## config.mk

```make
export PLATFORM = sky130hd
export DESIGN_NAME = branch_predictor
export DESIGN_NICKNAME = d
export VERILOG_FILES = /design/src/rtl/branch_predictor.sv
export SDC_FILE = /design/constraint.sdc
export NUM_CORES = 1
export LEC_CHECK = 0
export CAP_MARGIN = 15
export CORE_MARGIN = 1
export CORE_UTILIZATION = 30
export DETAILED_ROUTE_END_ITERATION = 8
export HOLD_SLACK_MARGIN = 0.05
export SLEW_MARGIN = 30
export SYNTH_ARGS = -nofsm -noshare
export SYNTH_HDL_FRONTEND = slang
export SYNTH_SLANG_ARGS = --single-unit
```

## constraint.sdc

```tcl
create_clock -name clk -period 13.4 [get_ports clk]
set_input_delay 2.68 -clock clk [delete_from_list [all_inputs] [get_ports clk]]
set_output_delay 2.68 -clock clk [all_outputs]
set_load 0.1 [all_outputs]
```

## src/rtl/branch_predictor.sv

```systemverilog
// Direct-mapped branch target buffer with per-entry saturating direction counters.
// Lookup is combinational, updates are registered, and a sequencer invalidates one entry per cycle.
module branch_predictor #(
  parameter int DATA_LEN   = 32,
  parameter int INDEX_BITS = 4,
  parameter int TAG_BITS   = 8,
  parameter int CTR_BITS   = 2
) (
  input  logic                clk,
  input  logic                reset,
  input  logic                lookup_en,
  input  logic [DATA_LEN-1:0] lookup_pc,
  output logic                pred_hit,
  output logic                pred_taken,
  output logic [DATA_LEN-1:0] pred_target,
  input  logic                update_en,
  input  logic [DATA_LEN-1:0] update_pc,
  input  logic                update_taken,
  input  logic                update_uncond,
  input  logic [DATA_LEN-1:0] update_target,
  input  logic                flush_req,
  output logic                busy,
  output logic                dbg_state
);

  localparam int ENTRIES = 1 << INDEX_BITS;
  localparam logic [CTR_BITS-1:0] CTR_MAX = '1;
  localparam logic [CTR_BITS-1:0] CTR_WT  = CTR_BITS'(1) << (CTR_BITS - 1);
  localparam logic [CTR_BITS-1:0] CTR_WNT = CTR_WT - CTR_BITS'(1);

  typedef enum logic {IDLE = 1'b0, FLUSH = 1'b1} state_e;

  state_e                  state_q, state_d;
  logic [INDEX_BITS-1:0]   ptr_q, ptr_d;

  logic                    valid_q  [ENTRIES];
  logic [TAG_BITS-1:0]     tag_q    [ENTRIES];
  logic [DATA_LEN-1:0]     target_q [ENTRIES];
  logic [CTR_BITS-1:0]     ctr_q    [ENTRIES];

  logic [INDEX_BITS-1:0]   lk_idx, up_idx;
  logic [TAG_BITS-1:0]     lk_tag, up_tag;
  logic                    up_hit, up_we, up_target_we;
  logic [CTR_BITS-1:0]     up_ctr;
  logic                    unused_pc_bits;

  assign lk_idx = lookup_pc[INDEX_BITS+1:2];
  assign lk_tag = lookup_pc[INDEX_BITS+TAG_BITS+1:INDEX_BITS+2];
  assign up_idx = update_pc[INDEX_BITS+1:2];
  assign up_tag = update_pc[INDEX_BITS+TAG_BITS+1:INDEX_BITS+2];
  assign unused_pc_bits = ^update_pc;

  assign busy      = (state_q == FLUSH);
  assign dbg_state = state_q;

  // Lookups are masked while flushing so stale entries never steer fetch.
  always_comb begin
    pred_hit    = lookup_en && !busy && valid_q[lk_idx] && (tag_q[lk_idx] == lk_tag);
    pred_taken  = pred_hit && ctr_q[lk_idx][CTR_BITS-1];
    pred_target = pred_taken ? target_q[lk_idx] : lookup_pc + DATA_LEN'(4);
  end

  always_comb begin
    up_hit       = valid_q[up_idx] && (tag_q[up_idx] == up_tag);
    up_we        = update_en && (state_q == IDLE) && (up_hit || update_taken);
    up_target_we = !up_hit || update_uncond || update_taken;
    up_ctr       = ctr_q[up_idx];
    if (!up_hit) begin
      up_ctr = update_uncond ? CTR_MAX : CTR_WT;
    end else if (update_uncond) begin
      up_ctr = CTR_MAX;
    end else if (update_taken) begin
      if (ctr_q[up_idx] != CTR_MAX) up_ctr = ctr_q[up_idx] + CTR_BITS'(1);
    end else begin
      if (ctr_q[up_idx] != '0) up_ctr = ctr_q[up_idx] - CTR_BITS'(1);
    end
  end

  always_comb begin
    state_d = state_q;
    ptr_d   = ptr_q;
    case (state_q)
      IDLE: begin
        if (flush_req) begin
          state_d = FLUSH;
          ptr_d   = '0;
        end
      end
      FLUSH: begin
        ptr_d = ptr_q + INDEX_BITS'(1);
        if (&ptr_q) state_d = IDLE;
      end
      default: state_d = IDLE;
    endcase
  end

  always_ff @(posedge clk or negedge reset) begin
    if (!reset) begin
      state_q <= IDLE;
      ptr_q   <= '0;
      for (int i = 0; i < ENTRIES; i++) begin
        valid_q[i]  <= 1'b0;
        tag_q[i]    <= '0;
        target_q[i] <= '0;
        ctr_q[i]    <= CTR_WNT;
      end
    end else begin
      state_q <= state_d;
      ptr_q   <= ptr_d;
      if (up_we) begin
        valid_q[up_idx] <= 1'b1;
        tag_q[up_idx]   <= up_tag;
        ctr_q[up_idx]   <= up_ctr;
        if (up_target_we) target_q[up_idx] <= update_target;
      end
      // Only valid bits are cleared; counters and targets survive a flush.
      if (state_q == FLUSH) valid_q[ptr_q] <= 1'b0;
    end
  end

endmodule

```

==> results.txt, run 1 <==
The flow ran to the end, and the final reports show no timing, DRC or antenna violations. At the pin with the least slew margin, the transition time is 1010 ps. The register area share after synthesis is 51.0%. After synthesis the netlist holds a flip-flop and latch count of 693. TritonCTS built the clock tree. The largest clock skew in the final design was 36.8 ps. The clock insertion delay at the later pin of the skew report was 640 ps. The root buffer cell chosen for the clock tree is sky130_fd_sc_hd__clkbuf_16. The run gives 115,000 sq um as the floorplan die area.

The die boundary height was 339 microns. The core region is 112,000 sq um. For the final number of max-transition violations, the log shows 0. Buffers added to address setup during post-CTS repair amount to 0. In this run the number of H-tree levels came out at 3. For the total number of nets in the final design, the log shows 2,366.

Setup repair after global routing left no endpoint under its margin. The final cycle utilization of the critical path is 77.2%. The compound-gate portion of the synthesized area was 1.69%; the width of the die was 339 microns. Power density over the cells: 137 nW/um^2. The effective utilization at floorplan is 30.3%, and the number of global-route vias before repair is 22,000. The tools report the pin count of the biggest net entering global routing as 193. At the worst endpoint, the required time is 10,720 ps. Number of enable-type register cells in the synthesized netlist: 0.

In this run, CTS created clock tree buffers numbering 75. During placement, the flow inserted port buffers numbering 118. In the synthesized netlist the dominant register cell turns out to be sky130_fd_sc_hd__dfrtp_1. The logs give 142,000 microns for the first-pass GRT wire length and 0 for the count of nets left with antenna violations after detail routing. The tools report the top-level port count as 139. When the netlist entered floorplanning its net count stood at 2,310.

The worst setup path is launched from an input pin. The number of remaining DRC errors was 0; the quantity of hold-fixing buffers added after cts was 0. Static timing analysis puts the maximum clock frequency at 96.6 MHz. The tools report the largest voltage drop on the vdd net as 0.0915 mV. Summed over all layers, the routed wires come to 94,100 microns. In the final routed layout, each cell accounts on average for 24.7 microns.

The largest single stage delay on the critical path is 1150 ps. Post-CTS repair changed the size of 0 cells. For this block, the initial DRC count from the detailed router was 1,334.

Counting along the longest clock path gives a buffer depth of 3. The first TritonRoute pass finished after 8 iterations. Together, buffers and inverters on the worst path number 4. The top fanout value on the critical path was 41; the adder-cell share of the synthesized area was 0.243%. Averaged over all synthesized cells, the footprint is 15.5 sq um.

The setup path with the least slack is of type in -> out. Detailed placement finished with a half-perimeter wire length of 55,900 microns. The mapped netlist covers 34,100 sq um. Row generation in the floorplan step produced 123 rows. Summed over all cells, the static leakage comes to 18.3 nW. The simple-gate share of the synthesized area works out to 2.50%. The count of unique library cells instantiated by Yosys came out at 53. At the worst endpoint, the arrival time is 7670 ps. Summing over every cut layer, the via total after detailed routing is 20,000. The final weighted congestion in routability-driven placement was 0.816; the setup TNS after final layout was 0 ps. After clock tree synthesis, the clock-pin slew on the worst setup and hold paths is 60 ps.

Leaving out fill and tap cells, the most frequent cell in the layout is sky130_fd_sc_hd__dfrtp_1. Yosys printed 0 warnings. Number of failing hold endpoints at the final stage: 0. After synthesis, the share of flip-flops with an asynchronous set or reset is 100%. The layout overhead on the synthesized area is 16.4%. The cell family contributing the most delay on the critical path is buffers and inverters. Synthesis produced a netlist whose cell count is 2,202. Traced cell by cell, the critical path runs through buf_4 > buf_4 > mux2i_1 > mux2i_1 > xnor2_1 > nand4_1 > nor4b_4 > buf_4 > mux2_2 > clkdlybuf4s50_1. The smallest clock period supported by the final layout is computed as 10,350 ps. By instance count, the cell type seen most on the critical path is sky130_fd_sc_hd__buf_4. By area, the combinational part of the netlist is dominated by multiplexers.

Hold is met by 484 ps. For this design, the sink count on the clock tree is 693. The worst hold path belongs to the class reg -> reg.

Setup violations remaining at the end of the flow were counted as 0. On the critical path, the stage with the largest delay is an instance of sky130_fd_sc_hd__clkdlybuf4s50_1. For the count of maximum capacitance violations, the log shows 0. The worst pin sits at a relative slew slack of 32.4%. The XOR/XNOR share of the synthesized area was 1.18%.

STA classifies the critical path endpoint as an output port. For the aggregate global-route resource usage, the log shows 16.5%. The library cells used most frequently in the layout, excluding fill and tap cells, are 677 x sky130_fd_sc_hd__dfrtp_1, 651 x sky130_fd_sc_hd__mux2_2, 239 x sky130_fd_sc_hd__mux4_2. Multiplexer area fraction after synthesis: 40.5%.

Dividing the detail-routed via count by the number of cells gives 5.23. The number of antenna violations at the first check in global routing was 13. In the final layout, the share of cells above drive strength 1 is 48.5%. Summed over all layers, the global routing overflow is 0.
## state kept, by name, summed over array words and instances (netlist names)
signal and count:
busy 1, ctr_q 32, ptr_q 4, tag_q 128, target_q 512, valid_q 16
## routing by layer
metal  routed length [microns]  vias to the layer above  GRT usage, %
met5                        89                        -             0
met4                      2720                       12          5.42
met3                      5520                      173          4.04
met2                     45400                      528          26.6
met1                     40400                    10800          21.6
li1                          -                     8451             -
## metrics by stage
step	worst slack, ps	cells	power [mW]	utilization (%)	cell area (sq um)
final	3050	3819	5.41	35.2	39600
after global routing	2590	3817	5.64	35.2	39600
after CTS	2920	3813	5.47	35.1	39500
after detailed placement	2930	3678	3.32	32.9	37000
after global placement	2900	3675	3.26	32.8	36900
after floorplan	1710	2202	3.05	-	34100
## path summary, 6_finish.rpt
kind	from	end	slack, ps	depth (start not counted)
setup / recovery	lookup_pc[4]	pred_target[24]	3050	10
hold / removal	target_q[298]	target_q[298]	480	1
setup reg to reg	tag_q[38]	target_q[127]	9200	9
hold reg to reg	target_q[298]	target_q[298]	480	1
max in group asynchronous	reset	target_q[240]	9200	4
min in group asynchronous	reset	tag_q[80]	1970	1
## cells in the mapped netlist (2+ instances only)
library cell / count / share of area (%)
sky130_fd_sc_hd__nor2_1: 41 / 0.45
sky130_fd_sc_hd__ha_1: 5 / 0.18
sky130_fd_sc_hd__nand4_1: 10 / 0.18
sky130_fd_sc_hd__buf_2: 88 / 1.3
sky130_fd_sc_hd__and3_1: 25 / 0.46
sky130_fd_sc_hd__mux4_2: 239 / 16
sky130_fd_sc_hd__nor3_1: 10 / 0.15
sky130_fd_sc_hd__buf_4: 7 / 0.15
sky130_fd_sc_hd__a21o_1: 2 / 0.044
sky130_fd_sc_hd__buf_1: 24 / 0.26
sky130_fd_sc_hd__xor2_1: 16 / 0.41
sky130_fd_sc_hd__dfstp_2: 16 / 1.2
sky130_fd_sc_hd__nor4_1: 3 / 0.055
sky130_fd_sc_hd__and2_1: 6 / 0.11
sky130_fd_sc_hd__a22oi_1: 24 / 0.53
sky130_fd_sc_hd__clkbuf_1: 80 / 0.88
sky130_fd_sc_hd__xnor2_1: 30 / 0.77
sky130_fd_sc_hd__mux2_2: 651 / 22
sky130_fd_sc_hd__a21oi_1: 4 / 0.059
sky130_fd_sc_hd__mux2_1: 56 / 1.9
sky130_fd_sc_hd__dfrtp_1: 677 / 50
sky130_fd_sc_hd__nand4b_1: 3 / 0.077
sky130_fd_sc_hd__nand2_1: 23 / 0.25
sky130_fd_sc_hd__nand2b_1: 4 / 0.073
sky130_fd_sc_hd__and4_1: 2 / 0.051
sky130_fd_sc_hd__mux2i_1: 45 / 1.3
sky130_fd_sc_hd__nand3_1: 20 / 0.29
sky130_fd_sc_hd__a31oi_1: 31 / 0.57
sky130_fd_sc_hd__a211oi_1: 2 / 0.044
sky130_fd_sc_hd__nor2b_1: 9 / 0.17
sky130_fd_sc_hd__o21ai_0: 2 / 0.029
sky130_fd_sc_hd__maj3_1: 2 / 0.059
sky130_fd_sc_hd__inv_1: 23 / 0.25
sky130_fd_sc_hd__a31o_2: 2 / 0.051
sky130_fd_sc_hd__or3_1: 2 / 0.037
## cell families (layout without fill, tap and decap cells)
logic type               count (synthesis)  in the layout
other                                    0              3
flip-flops                             693            693
buffers and inverters                  223            337
AND/OR/NAND/NOR                        163            163
multiplexers                           991            991
XOR/XNOR                                46             46
adder cells (fa/ha/maj)                  7              7
AO/OA/AOI/OAI                           79             79
## cell type report
cell class              count  area, sq um
fillers                 10600        72900
flip-flops and latches    693        17400
multi-input cells        1286        16000
clock buffers             111         2200
well taps                1500         1880
repair buffers            179         1760
clock inverters            24          329
inverters                  23         86.3
diodes                      3         7.51
## report_power, final
| part | leakage [nW] | switching (mW) | internal (mW) |
|---|---|---|---|
| Clock | 1.24 | 0.867 | 1.26 |
| Sequential | 9.51 | 0.149 | 2.34 |
| Combinational | 7.57 | 0.379 | 0.413 |
| Total | 18.3 | 1.39 | 4.02 |
Note: power is estimated with default switching activity, not from simulation.
==> inputs of run 2 (changes only) <==
Clock period 13.4 ns to 8.8 ns, I/O delays scaled along.
==> results.txt, run 2 (same netlist as run 1, synthesis figures left out) <==
The run finished with clean final reports. The final weighted congestion in routability-driven placement is 0.832, and the post-layout minimum cycle time is 7340 ps. The nature of the critical path startpoint was an input pin.

Clock power share: 39.6%. After floorplanning, the core was sized to cover 112,000 sq um. By startpoint and endpoint, the worst setup path is classified as in -> out. The family with the most delay on the worst path is buffers and inverters. Using the TritonRoute via totals, the vias-per-cell ratio works out to 5.31.

At the worst endpoint, the arrival time is 5580 ps. The first-pass GRT wire length came out at 145,000 microns. The measured slew at the worst slew-check pin is 1010 ps.

TritonCTS built the clock tree. For this run, the top clock speed supported by timing is 136 MHz. Data on the critical path is required at its endpoint by 7040 ps. The number of detailed-routing iterations run before antenna repair is 5. TritonCTS created 74 clock buffers. The fraction of final layout cells sized beyond drive strength 1 is 49.7%, and the number of buffers inserted by post-CTS setup repair is 0. The count of final setup violators came out at 0. Relative contribution of combinational cells to total power: 14.5%.

Of the total power, the share spent switching nets is 25.4%. The floorplan has 123 rows. The tools report the element type at the critical path end as an output port. Leaving out fill and tap cells, the most frequent cells in the layout are 677 x sky130_fd_sc_hd__dfrtp_1, 651 x sky130_fd_sc_hd__mux2_2, 239 x sky130_fd_sc_hd__mux4_2. The total number of nets in the final design is 2,366, and the depth of the most critical reg-to-reg path is 9. Hold repair after CTS inserted 0 buffers. The flip-flop count of the largest register after layout came out at 512. The number of filler cells placed in the layout was 10,600. In this run the static leakage power is 18.4 nW. The aggregate global-route resource usage came out at 16.7%. Counting stages on the worst path, the most repeated cell is sky130_fd_sc_hd__buf_4.

The tree is rooted in a sky130_fd_sc_hd__clkbuf_16. Measured along the y axis, the die boundary spans 339 microns. Entering global routing, the biggest net connects 185 pins. The count of input and output buffers is 118, and the HPWL after detailed placement is 56,300 microns. Among all stages on the critical path, the largest delay is contributed by sky130_fd_sc_hd__buf_4.

The leading cell type in the layout, fill and taps excluded is sky130_fd_sc_hd__dfrtp_1. The number of DRC markers after the initial detailed-route iteration was 1,328. In the final layout, the registers with the most flip-flops are target_q (512), tag_q (128), ctr_q (32). Of all nets on the critical path, the largest fanout is 69. The routed design has 95,500 microns of wire. The number of global-route vias before repair is 22,200, and the width of the die is 339 microns.

In this run, post-CTS repair resized a total of 0 instances. For the final routed database, the setup TNS stands at 0 ps. The logs give 30.3 ps for the largest clock skew in the final design and 45.9% for the sequential share of power. The detailed-route wire length per cell is 25.0 microns.

The floorplan step defined a die boundary enclosing 115,000 sq um. Counting along the longest clock path gives a buffer depth of 3. The run gives 0 as the number of failing hold endpoints at the final stage.

Combined buffer and inverter count along the critical path: 4. The post-layout total power came out at 8.27 mW. Across the VDD grid, the largest voltage drop is 0.174 mV. In this run the worst hold path is classified as reg -> reg.

The critical path goes through buf_6 > buf_4 > mux2i_1 > xnor2_1 > nor3_1 > a31oi_1 > nor4b_4 > buf_4 > mux2_2 > buf_4. The detailed router placed 20,300 vias in this run. The global-route congestion overflow total is 0, and the number of sinks on the clock net is 693.

The count of maximum capacitance violations is 0. The run gives 0 as the final number of max-transition violations. The power density over the cells works out to 209 nW/um^2. The worst path uses 83.4% of the clock period. Setup repair after global routing left no endpoint under its margin. The effective utilization at floorplan is 30.3%.

In this run the number of cells on the critical path is 10. The number of remaining DRC errors is 0, and the number of levels the H-tree was split into is 3. The analysis attributes to net switching a power of 2.10 mW. The cell count of the worst hold path is 1, and the count of nets left with antenna violations after detail routing is 0.

Clock latency on the worst-skew pair, taken at its later pin, is 630 ps. In this run the count of I/O pins placed on the die edge is 139. The worst pin sits at a relative slew slack of 32.8%.

The number of antenna violations at the first check in global routing is 9. The internal portion of the total power is 6.17 mW. Clock-pin slew was measured on the worst setup and hold paths at 60 ps. The register with the most flip-flops in the final layout is target_q.

The delay of the slowest critical-path stage came out at 730 ps. From synthesis to final layout, the design area changed by 16.1%.
-- run 2: final cells by class --
cell class | count | area (sq um) | share of cell area (%)
multi-input cells | 1286 | 16000 | 40.5
inverters | 23 | 86.3 | 0.218
well taps | 1500 | 1880 | 4.75
clock buffers | 108 | 2120 | 5.37
flip-flops and latches | 693 | 17400 | 43.9
diodes | 2 | 5.00 | 0.0127
repair buffers | 180 | 1670 | 4.23
clock inverters | 26 | 408 | 1.03
-- run 2: final timing paths --
kind                                     from               to  slack, ps
worst max register to register     tag_q[126]    target_q[177]       4620
worst min-delay path            target_q[401]    target_q[401]        490
min in group asynchronous               reset        tag_q[60]        990
worst max-delay path             lookup_pc[3]  pred_target[13]       1460
worst min register to register  target_q[401]    target_q[401]        490
max in group asynchronous               reset     target_q[51]       6090
-- run 2: per-layer routing --
layer  routed length (microns)  GRT usage [%]  part of all wire (%)  vias to the layer above
li1                          -              -                     -                     8449
met3                      5010           3.16                   5.3                      176
met2                     46400           27.4                    49                      561
met4                      2450           4.46                   2.6                       10
met5                        59              0                 0.062                        -
met1                     41500           22.5                    43                    11100
-- run 2: power groups by stage --
stage	logic (mW)	clock network (mW)	registers (mW)
finish	1.20	3.27	3.80
global route	1.29	3.49	3.84
CTS	1.21	3.36	3.79
detailed placement	1.20	0	3.85
global placement	1.16	0	3.81
floorplan	0.871	0	3.77
-- run 2: metrics by stage --
step / hold WS [ps] / instance area, sq um / utilization [%] / setup slack (ps) / std cells
2_1_floorplan: 459 / 34100 / - / 179 / 2202
3_3_place_gp: 468 / 36900 / 32.8 / 1450 / 3678
3_5_place_dp: 475 / 36900 / 32.8 / 1450 / 3679
4_1_cts: 490 / 39400 / 35.1 / 1450 / 3813
5_1_grt: 505 / 39500 / 35.1 / 1310 / 3817
6_report: 485 / 39500 / 35.1 / 1460 / 3818
==> inputs of run 3 (changes only) <==
Clock period 8.8 ns to 7.24 ns, I/O delays scaled along.
==> results.txt, run 3 (same netlist as run 1, synthesis figures left out) <==
The slowest stage of the critical path is the sky130_fd_sc_hd__buf_4 cell. The flow ran to the end, and the final reports show no timing, DRC or antenna violations. Final number of max-transition violations: 0. The final critical path takes up 88.0% of the cycle.

The final weighted congestion in routability-driven placement is 0.798, and the number of filler cells placed in the layout is 10,500. For the worst path required time, the log shows 5790 ps. The critical path in this run is classified as in -> out. Width of the die: 339 microns.

For the first-pass GRT wire length, the log shows 143,000 microns. In the layout the commonest cells are 677 x sky130_fd_sc_hd__dfrtp_1, 651 x sky130_fd_sc_hd__mux2_2, 239 x sky130_fd_sc_hd__mux4_2. The largest register by flop count was target_q. Layout overhead on the synthesized area: 16.7%.

The design draws 9.81 mW. Derived from the worst setup path, the maximum achievable clock frequency is 157 MHz. The run gives 0 as the count of nets left with antenna violations after detail routing. The number of global-route vias before repair is 22,000, and the setup TNS after final layout is 0 ps.

The kind of cell with the highest combined delay along the critical path is buffers and inverters. The detailed-route vias per instance was 5.29; the number of sinks on the clock net was 693. The sum of routed wire length over all layers is 94,400 microns. The clock passes through at most 3 buffers. The largest single stage delay on the critical path is 610 ps.

Quantity of hold-fixing buffers added after cts: 0. Leaving out fill and tap cells, the most frequent cell in the layout is sky130_fd_sc_hd__dfrtp_1. In this run the core area contains 123 standard-cell rows. Traced cell by cell, the critical path runs through buf_8 > buf_12 > buf_16 > buf_4 > mux4_2 > mux4_2 > mux2_2 > buf_4. The worst pin sits at a relative slew slack of 35.7%.

In this run, the number of DRC markers left after iteration 0 of detailed routing was 1,435. The quantity of gates resized following cts came out at 0. Once the floorplan was initialized, standard cells occupied 30.3% of the core.

In the detailed route, the total length drawn on met2 is 45,200 microns. Number of detailed-routing iterations run before antenna repair: 5. Of the cells placed in the final design, the portion with a size suffix greater than 1 is 49.6%. Measured slew at the worst slew-check pin: 961 ps.

The register with the most flip-flops in the layout has 512 of them. TritonCTS built the clock tree. The floorplan die area is 115,000 sq um, and the top fanout value on the critical path is 58.

The largest voltage drop on the vdd net is 0.156 mV, and the largest clock skew in the final design is 24.1 ps. In this run the power density over the cells is 247 nW/um^2. After detailed routing, the met3 layer carries 6190 microns of wire. The floorplan core area was 112,000 sq um; the number of remaining DRC errors was 0. The global-route congestion overflow total came out at 0. Across all layers, the routed design uses 20,200 vias. The die is 339 microns tall. 139 I/O pins were placed. The tree is rooted in a sky130_fd_sc_hd__clkbuf_16. The aggregate global-route resource usage is 16.5%, and the pin count of the biggest net entering global routing is 191. Setup repair after global routing left no endpoint under its margin. The largest registers in the layout are target_q (512), tag_q (128), ctr_q (32). The clock insertion delay at the later pin of the skew report came out at 640 ps. Met1 layer wirelength in the final routing: 40,800 microns. In this run the tool buffered the top-level ports with 118 buffer cells. In this run the static leakage power is 18.4 nW. The number of failing hold endpoints at the final stage came out at 0. The tools report the number of buffers inserted by post-CTS setup repair as 0. The total CTS buffers came out at 73. The detailed router used layers up to and including met5. After clock tree synthesis, the clock-pin slew on the worst setup and hold paths is 60 ps.

For the worst setup path, the data arrival time is 4920 ps. The number of levels the H-tree was split into is 3. The min-delay analysis places its worst path in the category reg -> reg.

For the finished layout, the period the worst path requires is 6370 ps. The nature of the critical path startpoint is an input pin. Summed over all nets, the half-perimeter wirelength after detailed placement is 56,200 microns.

Element type at the critical path end: an output port. The critical path contains buffers and inverters numbering 5 combined. For the number of antenna violations at the first check in global routing, the log shows 15. After detailed routing, the average wire length per cell comes to 24.7 microns.

Max-cap violations in this run came to 0. Setup violations remaining at the end of the flow were counted as 0. The total number of nets in the final design came out at 2,369.
-- run 3: cell types whose count changed in the layout (fill, tap and decap cells not counted), sizes merged --
cell / before / now
bufinv: 10 / 3
diode: 2 / 5
buf: 103 / 107
inv: 25 / 26
clkbuf: 108 / 104
clkinvlp: 1 / 3
-- run 3: power by group --
group | leakage [nW] | switching [mW] | internal (mW) | total (mW)
combinational | 7.76 | 0.702 | 0.783 | 1.48
sequential | 9.51 | 0.277 | 4.34 | 4.62
clock | 1.14 | 1.60 | 2.11 | 3.71
-- run 3: worst reg2reg max path, cell delays in order (launching register included) --
cell and delay [ps]:
sky130_fd_sc_hd__dfrtp_1 390, sky130_fd_sc_hd__mux4_2 470, sky130_fd_sc_hd__mux2_2 280, sky130_fd_sc_hd__or4b_1 460, sky130_fd_sc_hd__nand4_1 170, sky130_fd_sc_hd__o2111a_2 720, sky130_fd_sc_hd__buf_4 400, sky130_fd_sc_hd__a31o_2 470
sky130_fd_sc_hd__buf_12 300, sky130_fd_sc_hd__mux2_2 390
-- run 3: final timing paths --
check | from | end | slack, ps | cells past startpoint
max in group asynchronous | reset | target_q[428] | 4730 | 4
min in group asynchronous | reset | tag_q[44] | 710 | 1
max | lookup_pc[2] | pred_target[3] | 870 | 8
min | target_q[291] | target_q[291] | 490 | 1
max reg2reg | tag_q[46] | target_q[110] | 3050 | 9
min reg2reg | target_q[291] | target_q[291] | 490 | 1
-- run 3: cell type report --
cell class                 count  area, sq um  share of cell area (%)
antenna                        5         12.5                  0.0315
clock buffer                 104         2060                    5.19
clock inverter                22          285                   0.718
inverter                      23         86.3                   0.217
multi-input combinational   1286        16000                    40.2
sequential                   693        17400                    43.7
tap                         1500         1880                    4.72
timing repair buffer         184         2070                    5.22
-- run 3: through the flow --
| stage | worst slack [ps] | instances | hold slack, ps | utilization [%] | area, sq um |
|---|---|---|---|---|---|
| global route | 625 | 3815 | 511 | 35.3 | 39700 |
| detailed placement | 844 | 3683 | 476 | 33.2 | 37300 |
| global placement | 878 | 3683 | 468 | 33.2 | 37300 |
| finish | 871 | 3817 | 487 | 35.3 | 39800 |
| floorplan | 135 | 2202 | 459 | - | 34100 |
| CTS | 846 | 3809 | 489 | 35.3 | 39700 |
-- run 3: per-layer routing --
layer,GRT usage (%),vias to the layer above
met4,4.68,10
met1,22.2,11000
met5,0,-
li1,-,8453
met3,4.14,171
met2,26.3,567
